<file path="config.mk">
export PLATFORM = sky130hd
export DESIGN_NAME = phase_timer
export DESIGN_NICKNAME = d
export VERILOG_FILES = /design/src/rtl/phase_timer.sv
export SDC_FILE = /design/constraint.sdc
export NUM_CORES = 1
export LEC_CHECK = 0
export ABC_AREA = 1
export CORE_ASPECT_RATIO = 0.8
export CORE_UTILIZATION = 35
export CTS_CLUSTER_DIAMETER = 200
export DETAILED_ROUTE_END_ITERATION = 8
export GPL_TIMING_DRIVEN = 0
export MAX_ROUTING_LAYER = met4
export PLACE_DENSITY = 0.63
export SLEW_MARGIN = 20
export SYNTH_ARGS = -nofsm -noshare
export SYNTH_HDL_FRONTEND = slang
export SYNTH_SLANG_ARGS = --single-unit
</file>
<file path="constraint.sdc">
create_clock -name clk_out -period 1.8 [get_ports clk_out]
set_clock_uncertainty 0.1 [all_clocks]
set_input_delay 0.27 -clock clk_out [delete_from_list [all_inputs] [get_ports clk_out]]
set_output_delay 0.27 -clock clk_out [all_outputs]
set_load 0.005 [all_outputs]
</file>
<file path="src/rtl/phase_timer.sv">
// phase_timer: programmable interval timer for the traffic-light sequencer.
// Counts qualified ticks (tick_en) down from a loaded duration. It supports
// one-shot and auto-reload modes, hold/abort control, and a one-cycle expiry
// pulse. All outputs are registered.
// Optional build macro: PHASE_TIMER_RETRIGGER_EN. When it is defined, a start
// request while busy reloads the timer. When it is undefined, such a start is
// ignored.
module phase_timer #(
    parameter int CNT_W          = 6,
    parameter bit RELOAD_DEFAULT = 1'b0
) (
    input  logic             clk_out,
    input  logic             reset,
    input  logic             tick_en,
    input  logic             start,
    input  logic [CNT_W-1:0] load_val,
    input  logic             mode,
    input  logic             hold,
    input  logic             abort,
    output logic             busy,
    output logic [CNT_W-1:0] count,
    output logic             expired
);

    typedef enum logic [1:0] {
        ST_IDLE = 2'd0,
        ST_RUN  = 2'd1,
        ST_HOLD = 2'd2
    } state_t;

    localparam logic [CNT_W-1:0] CNT_ZERO = {CNT_W{1'b0}};
    localparam logic [CNT_W-1:0] CNT_ONE  = {{(CNT_W-1){1'b0}}, 1'b1};

    state_t           state_r, state_s;
    logic [CNT_W-1:0] count_r, count_s;
    logic [CNT_W-1:0] dur_r, dur_s;
    logic             mode_r, mode_s;
    logic             expired_r, expired_s;
    logic             busy_r, busy_s;

    // State and output registers with synchronous active-low reset.
    always_ff @(posedge clk_out) begin
        if (!reset) begin
            state_r   <= ST_IDLE;
            count_r   <= CNT_ZERO;
            dur_r     <= CNT_ZERO;
            mode_r    <= RELOAD_DEFAULT;
            expired_r <= 1'b0;
            busy_r    <= 1'b0;
        end else begin
            state_r   <= state_s;
            count_r   <= count_s;
            dur_r     <= dur_s;
            mode_r    <= mode_s;
            expired_r <= expired_s;
            busy_r    <= busy_s;
        end
    end

    // Next-state logic. Priority is abort > start > hold > tick.
    always_comb begin
        state_s   = state_r;
        count_s   = count_r;
        dur_s     = dur_r;
        mode_s    = mode_r;
        expired_s = 1'b0;
        busy_s    = 1'b0;

        case (state_r)
            ST_IDLE: begin
                if (start) begin
                    dur_s   = load_val;
                    mode_s  = mode;
                    count_s = load_val;
                    if (load_val == CNT_ZERO) begin
                        // A zero duration expires immediately without running.
                        expired_s = 1'b1;
                        state_s   = ST_IDLE;
                    end else begin
                        state_s = ST_RUN;
                    end
                end else begin
                    state_s = ST_IDLE;
                end
            end

            ST_RUN, ST_HOLD: begin
                if (abort) begin
                    state_s = ST_IDLE;
                    count_s = CNT_ZERO;
`ifdef PHASE_TIMER_RETRIGGER_EN
                end else if (start) begin
                    dur_s  = load_val;
                    mode_s = mode;
                    if (load_val == CNT_ZERO) begin
                        // A zero-length retrigger acts as an abort that still signals expiry.
                        state_s   = ST_IDLE;
                        count_s   = CNT_ZERO;
                        expired_s = 1'b1;
                    end else begin
                        state_s = ST_RUN;
                        count_s = load_val;
                    end
`else
                    // A start while busy falls through and is ignored.
`endif
                end else if (state_r == ST_HOLD) begin
                    // Releasing hold costs one edge; counting resumes on the next tick.
                    if (!hold) begin
                        state_s = ST_RUN;
                    end else begin
                        state_s = ST_HOLD;
                    end
                end else if (hold) begin
                    state_s = ST_HOLD;
                end else if (tick_en) begin
                    if (count_r == CNT_ONE) begin
                        expired_s = 1'b1;
                        if (mode_r) begin
                            // Reload on the same edge, so the period is exactly dur_r ticks.
                            count_s = dur_r;
                            state_s = ST_RUN;
                        end else begin
                            count_s = CNT_ZERO;
                            state_s = ST_IDLE;
                        end
                    end else if (count_r != CNT_ZERO) begin
                        count_s = count_r - CNT_ONE;
                    end else begin
                        // The count is never decremented below zero.
                        count_s = count_r;
                    end
                end else begin
                    count_s = count_r;
                end
            end

            default: begin
                state_s = ST_IDLE;
                count_s = CNT_ZERO;
            end
        endcase

        if (state_s != ST_IDLE) begin
            busy_s = 1'b1;
        end else begin
            busy_s = 1'b0;
        end
    end

    assign busy    = busy_r;
    assign count   = count_r;
    assign expired = expired_r;

endmodule
</file>
== Word-level counts from Yosys, hierarchy flattened ==
Cells that the tools add are included.
Operators by class
  $add $sub $neg: 1
  equality and inequality tests: 8
  muxes and demuxes: 28
  reductions and logical operators: 7
Operator list (number)
  $mux 6: 8
  $mux 2: 7
  $pmux 6 s2: 1
  $mux 1: 10
  $ne 3x3->1 const B: 3
  $eq 6x1->1 const B: 1
  $logic_not 6->1: 1
  $reduce_bool 6->1: 1
  $sub 6x1->6 const B: 1
  $reduce_and 5->1: 1
  $ne 4x4->1 const B: 1
  $pmux 2 s2: 1
  $eq 2x1->1 const B: 1
  $eq 2x2->1 const B: 1
  $logic_not 2->1: 1
  $ne 2x2->1 const B: 1
  $pmux 1 s2: 1
  $reduce_and 2->1: 1
  $reduce_bool 2->1: 1
  $reduce_or 2->1: 1
Word-level totals
  register bits: 17
  input bits: 13
  logic and storage cells: 50

== Logic depth before layout (Yosys ltp) ==
  word-level depth: 9
  mapped depth: 11
  depth with buffers taken out: 11

== Least setup slack after synthesis ==
Ideal clock, no wire load.
  kind: flip-flop to flip-flop
  start point: register state_r[1]
  end point: register expired_r (netlist: expired)
  library setup time: 0.101 ns
  arrival: 1.361 ns
  data required time: 1.599 ns
  slack: 0.238 ns
  cell stages (with the launch flop): 7
  period minus slack after synthesis: 1.562 ns
  path through: dfxtp_1 inv_1 ha_1 inv_1 nor2_1 nand2_1 o41ai_1
Between the ends
  longest elaborated chain between the ends: 4
  elaborated cells between the ends (all ways): 7
Ends and longest elaborated chain
  from (decl): RTL line 34  | state_t state_r, state_s;
  from (signal assigned): RTL line 51  | state_r <= state_s;
  $eq 2x2->1: RTL line 69, 107
  $mux 1: RTL line 107  | end else if (state_r == ST_HOLD) begin
  $mux 1: RTL line 88  | if (abort) begin
  $pmux 1 s2 *: RTL line 69  | case (state_r)
  to (signal assigned): RTL line 55  | expired_r <= expired_s;
  to (decl): RTL line 38  | logic expired_r, expired_s;
Every way passes the cells marked *; elsewhere a longest branch is shown, timed or not.
A chain may end at the register's enable or synchronous reset.

== Worst setup path in the final report ==
  start point: register state_r[0]
  end point: register expired_r (netlist: expired)
Same word-level chain as after synthesis.

==> qor.csv <==
metric,value,unit
run status,finished clean,
Post-DP HPWL,1.87,mm
area of the multi-input gates,598,µm²
Synth Area in Compound Gates,14.4,%
CP Launch Type,register,
Final min period,1.68,ns
setup tns final,0,ns
"commonest non-fill, non-tap cell in the layout",nand2_1,
drt wl/cell,10.6,µm
row count,17,
"Distinct cells, synth",23,
Die Ht,50.7,µm
"FFs w/ async S/R, synth",0,%
Max Cap Viol,0,
Hold Path Origin,dur_r[3],
starting DRC count in detailed routing,64,
worst IR drop on VDD,0.477,mV
TritonCTS Buffers,3,
clock root buffer,clkbuf_8,
Max Root-Sink Buffers,2,
Detailed Route WL,2.33,mm
drt drc,0,
simple-gate share of the synthesized area,33.3,%
synthesized instance count,156,
"commonest cells after routing, fill and taps aside","nand2_1 (46), clkdlybuf4s50_1 (20), inv_1 (18)",
# IOs,21,
Routed Antenna Nets,0,
CP max stage cell,dfxtp_2,
Max Freq,594,MHz
final net count,203,
setup violators final,0,
largest net degree at the start of global routing,12,
Critical Path RT,1.86,ns
synthesized netlist net count,175,
type of the worst setup path,register to register,
register area,343,µm²
hold crit path type,register to register,
# port buffers,20,
post-route cell area,0.00136,mm²
Post-synth EDFFs,0,
Post-CTS Hold Fix Bufs,0,
Worst Tran Pin Value,0.333,ns
RR Endpoint,expired,
vias in the first global route,891,
layout cells sized above 1,13.1,%
first-pass GRT wire length,3.95,mm
Syn Area/Cell,6.65,µm²
# diodes,0,
CP top delay family,simple AND/OR/NAND/NOR gates,
R2R Setup Slk,0.12,ns
fin. max-slew vios,0,
total placed instance area,0.00128,mm²
PwrDens,748,mW/mm²
post-synthesis mux area share,0,%
first drt pass iteration count,5,
met2 Use GR,23.8,%
Final Hold Viols,0,
GR Util All Layers,16.3,%
gpl congestion,0.839,
crit-path max cell delay,0.35,ns
Synth Area in Adders,7.24,%
register area share after synthesis,32.8,%
# clock sinks,17,
r2r worst-path depth,6,
synthesized cell area,0.00104,mm²
H-tree depth,1,
Final Cycle Share,93.6,%
FF-to-FF Start,state_r[0],
Skew-Pair Late Insertion Delay,0.26,ns
top_reg_cell synth,dfxtp_1,
initial antenna violation count,0,
WHS Endpoint,dur_r[3],
Area Overhead vs Synth,31.4,%
Horiz. Die Dim,62.9,µm
Worst setup EP type,register,
busiest layer in global routing,met2,
Worst slew margin,77.8,%
GR Util met3,4.09,%
gr ovfl total,0,
CP Cell Sequence,inv_1 -> ha_1 -> inv_1 -> nor2_2 -> nand2_1 -> o41ai_1,
#FFs+latches synth,17,
Leak,0.600,nW
"CTS clk-pin slew, worst paths",0.08,ns
Synth Area in XOR/XNOR,2.53,%
FILL cells,304,
crit path DAT,1.74,ns
Core Area,0.00279,mm²
DR vias/cell,4.78,
largest family of logic cells by synthesized area,simple AND/OR/NAND/NOR gates,
Die Area,0.00319,mm²
CP max FO,8,
cell repeated most along the worst path,inv_1,
met1 Track Usage GR,22.1,%
Starting Density,37.2,%
routed vias,1056,
WHS Path Cells,2,
CTS tree,yes,
CP bufs+invs,2,
Yosys warning count,0,
## worst max path at each step
stage | startpoint | cells past startpoint | to | slack [ns]
after global placement | reset | 5 | expired | -0.03
after floorplan | state_r[1] | 6 | expired | 0.24
after CTS | state_r[0] | 6 | expired | 0.05
after detailed placement | reset | 5 | expired | -0.10
after global routing | state_r[0] | 9 | count[4] | -0.03
final | state_r[0] | 6 | expired | 0.12
## Yosys cell counts (2+ instances only)
cell | number | area share [%]
nor3_1 | 2 | 0.97
nand4_1 | 2 | 1.2
nor2_4 | 2 | 2.2
dfxtp_1 | 17 | 33
ha_1 | 6 | 7.2
nand2_1 | 46 | 17
inv_2 | 2 | 0.72
nand2_2 | 2 | 1.2
nor2_1 | 11 | 4.0
inv_1 | 18 | 6.5
nor2_2 | 2 | 1.2
nand3_1 | 9 | 4.3
o211ai_1 | 2 | 1.4
xor2_1 | 3 | 2.5
a21oi_1 | 14 | 6.8
o21ai_0 | 11 | 5.3
## routing by layer
layer | up-vias | share of wire [%]
met5 | - | 0
met3 | 5 | 5.0
met1 | 472 | 52
li1 | 552 | -
met4 | 0 | 0.99
met2 | 27 | 41
## repair_timing
item,4_1_cts,5_1_grt
cloned,0,0
buffers inserted,0,3
setup endpoints to repair,2,11
pin swaps,0,1
resized for setup,1,4
## logic make-up (layout without fill, tap and decap cells)
| logic type | count (synthesis) | in the layout |
|---|---|---|
| AO/OA/AOI/OAI | 28 | 28 |
| XOR/XNOR | 3 | 3 |
| adder cells (fa/ha/maj) | 6 | 6 |
| buffers and inverters | 24 | 51 |
| flip-flops | 17 | 17 |
| AND/OR/NAND/NOR | 78 | 78 |
## final cells by class
cell class | instances | area share (%)
multi-input combinational | 115 | 43.9
inverter | 21 | 5.97
timing repair buffer | 23 | 16.3
clock buffer | 3 | 3.03
tap | 38 | 3.49
clock inverter | 1 | 0.551
sequential | 17 | 25.2
buffer | 3 | 1.56
## state kept, by name (all words and copies together) (netlist names)
signal   count
state_r      2
expired      1
mode_r       1
count        6
dur_r        6
busy         1
## worst min-delay path, cell delays in order, from the launching register on
cell	delay [ns]
dfxtp_1	0.30
inv_1	0.06
a21oi_1	0.06
## stage by stage
step	hold WS (ns)	setup WS (ns)	cells	utilization (%)	power, W
2_1_floorplan	0.272	0.238	156	-	0.000611
3_3_place_gp	0.346	-0.0316	214	46.1	0.000712
3_5_place_dp	0.353	-0.101	214	46.1	0.000715
4_1_cts	0.366	0.0490	218	48.0	0.00102
5_1_grt	0.399	-0.0299	221	48.9	0.00109
6_report	0.362	0.115	221	48.9	0.00102
## report_power, final
group	switching [W]	internal, W	leakage, nW	total, W
Sequential	0.0000255	0.000406	0.141	0.000432
Clock	0.000142	0.000156	0.0217	0.000298
Combinational	0.000155	0.000134	0.437	0.000289
Total	0.000323	0.000696	0.600	0.00102
No activity file was read; power rests on OpenSTA's default activity.
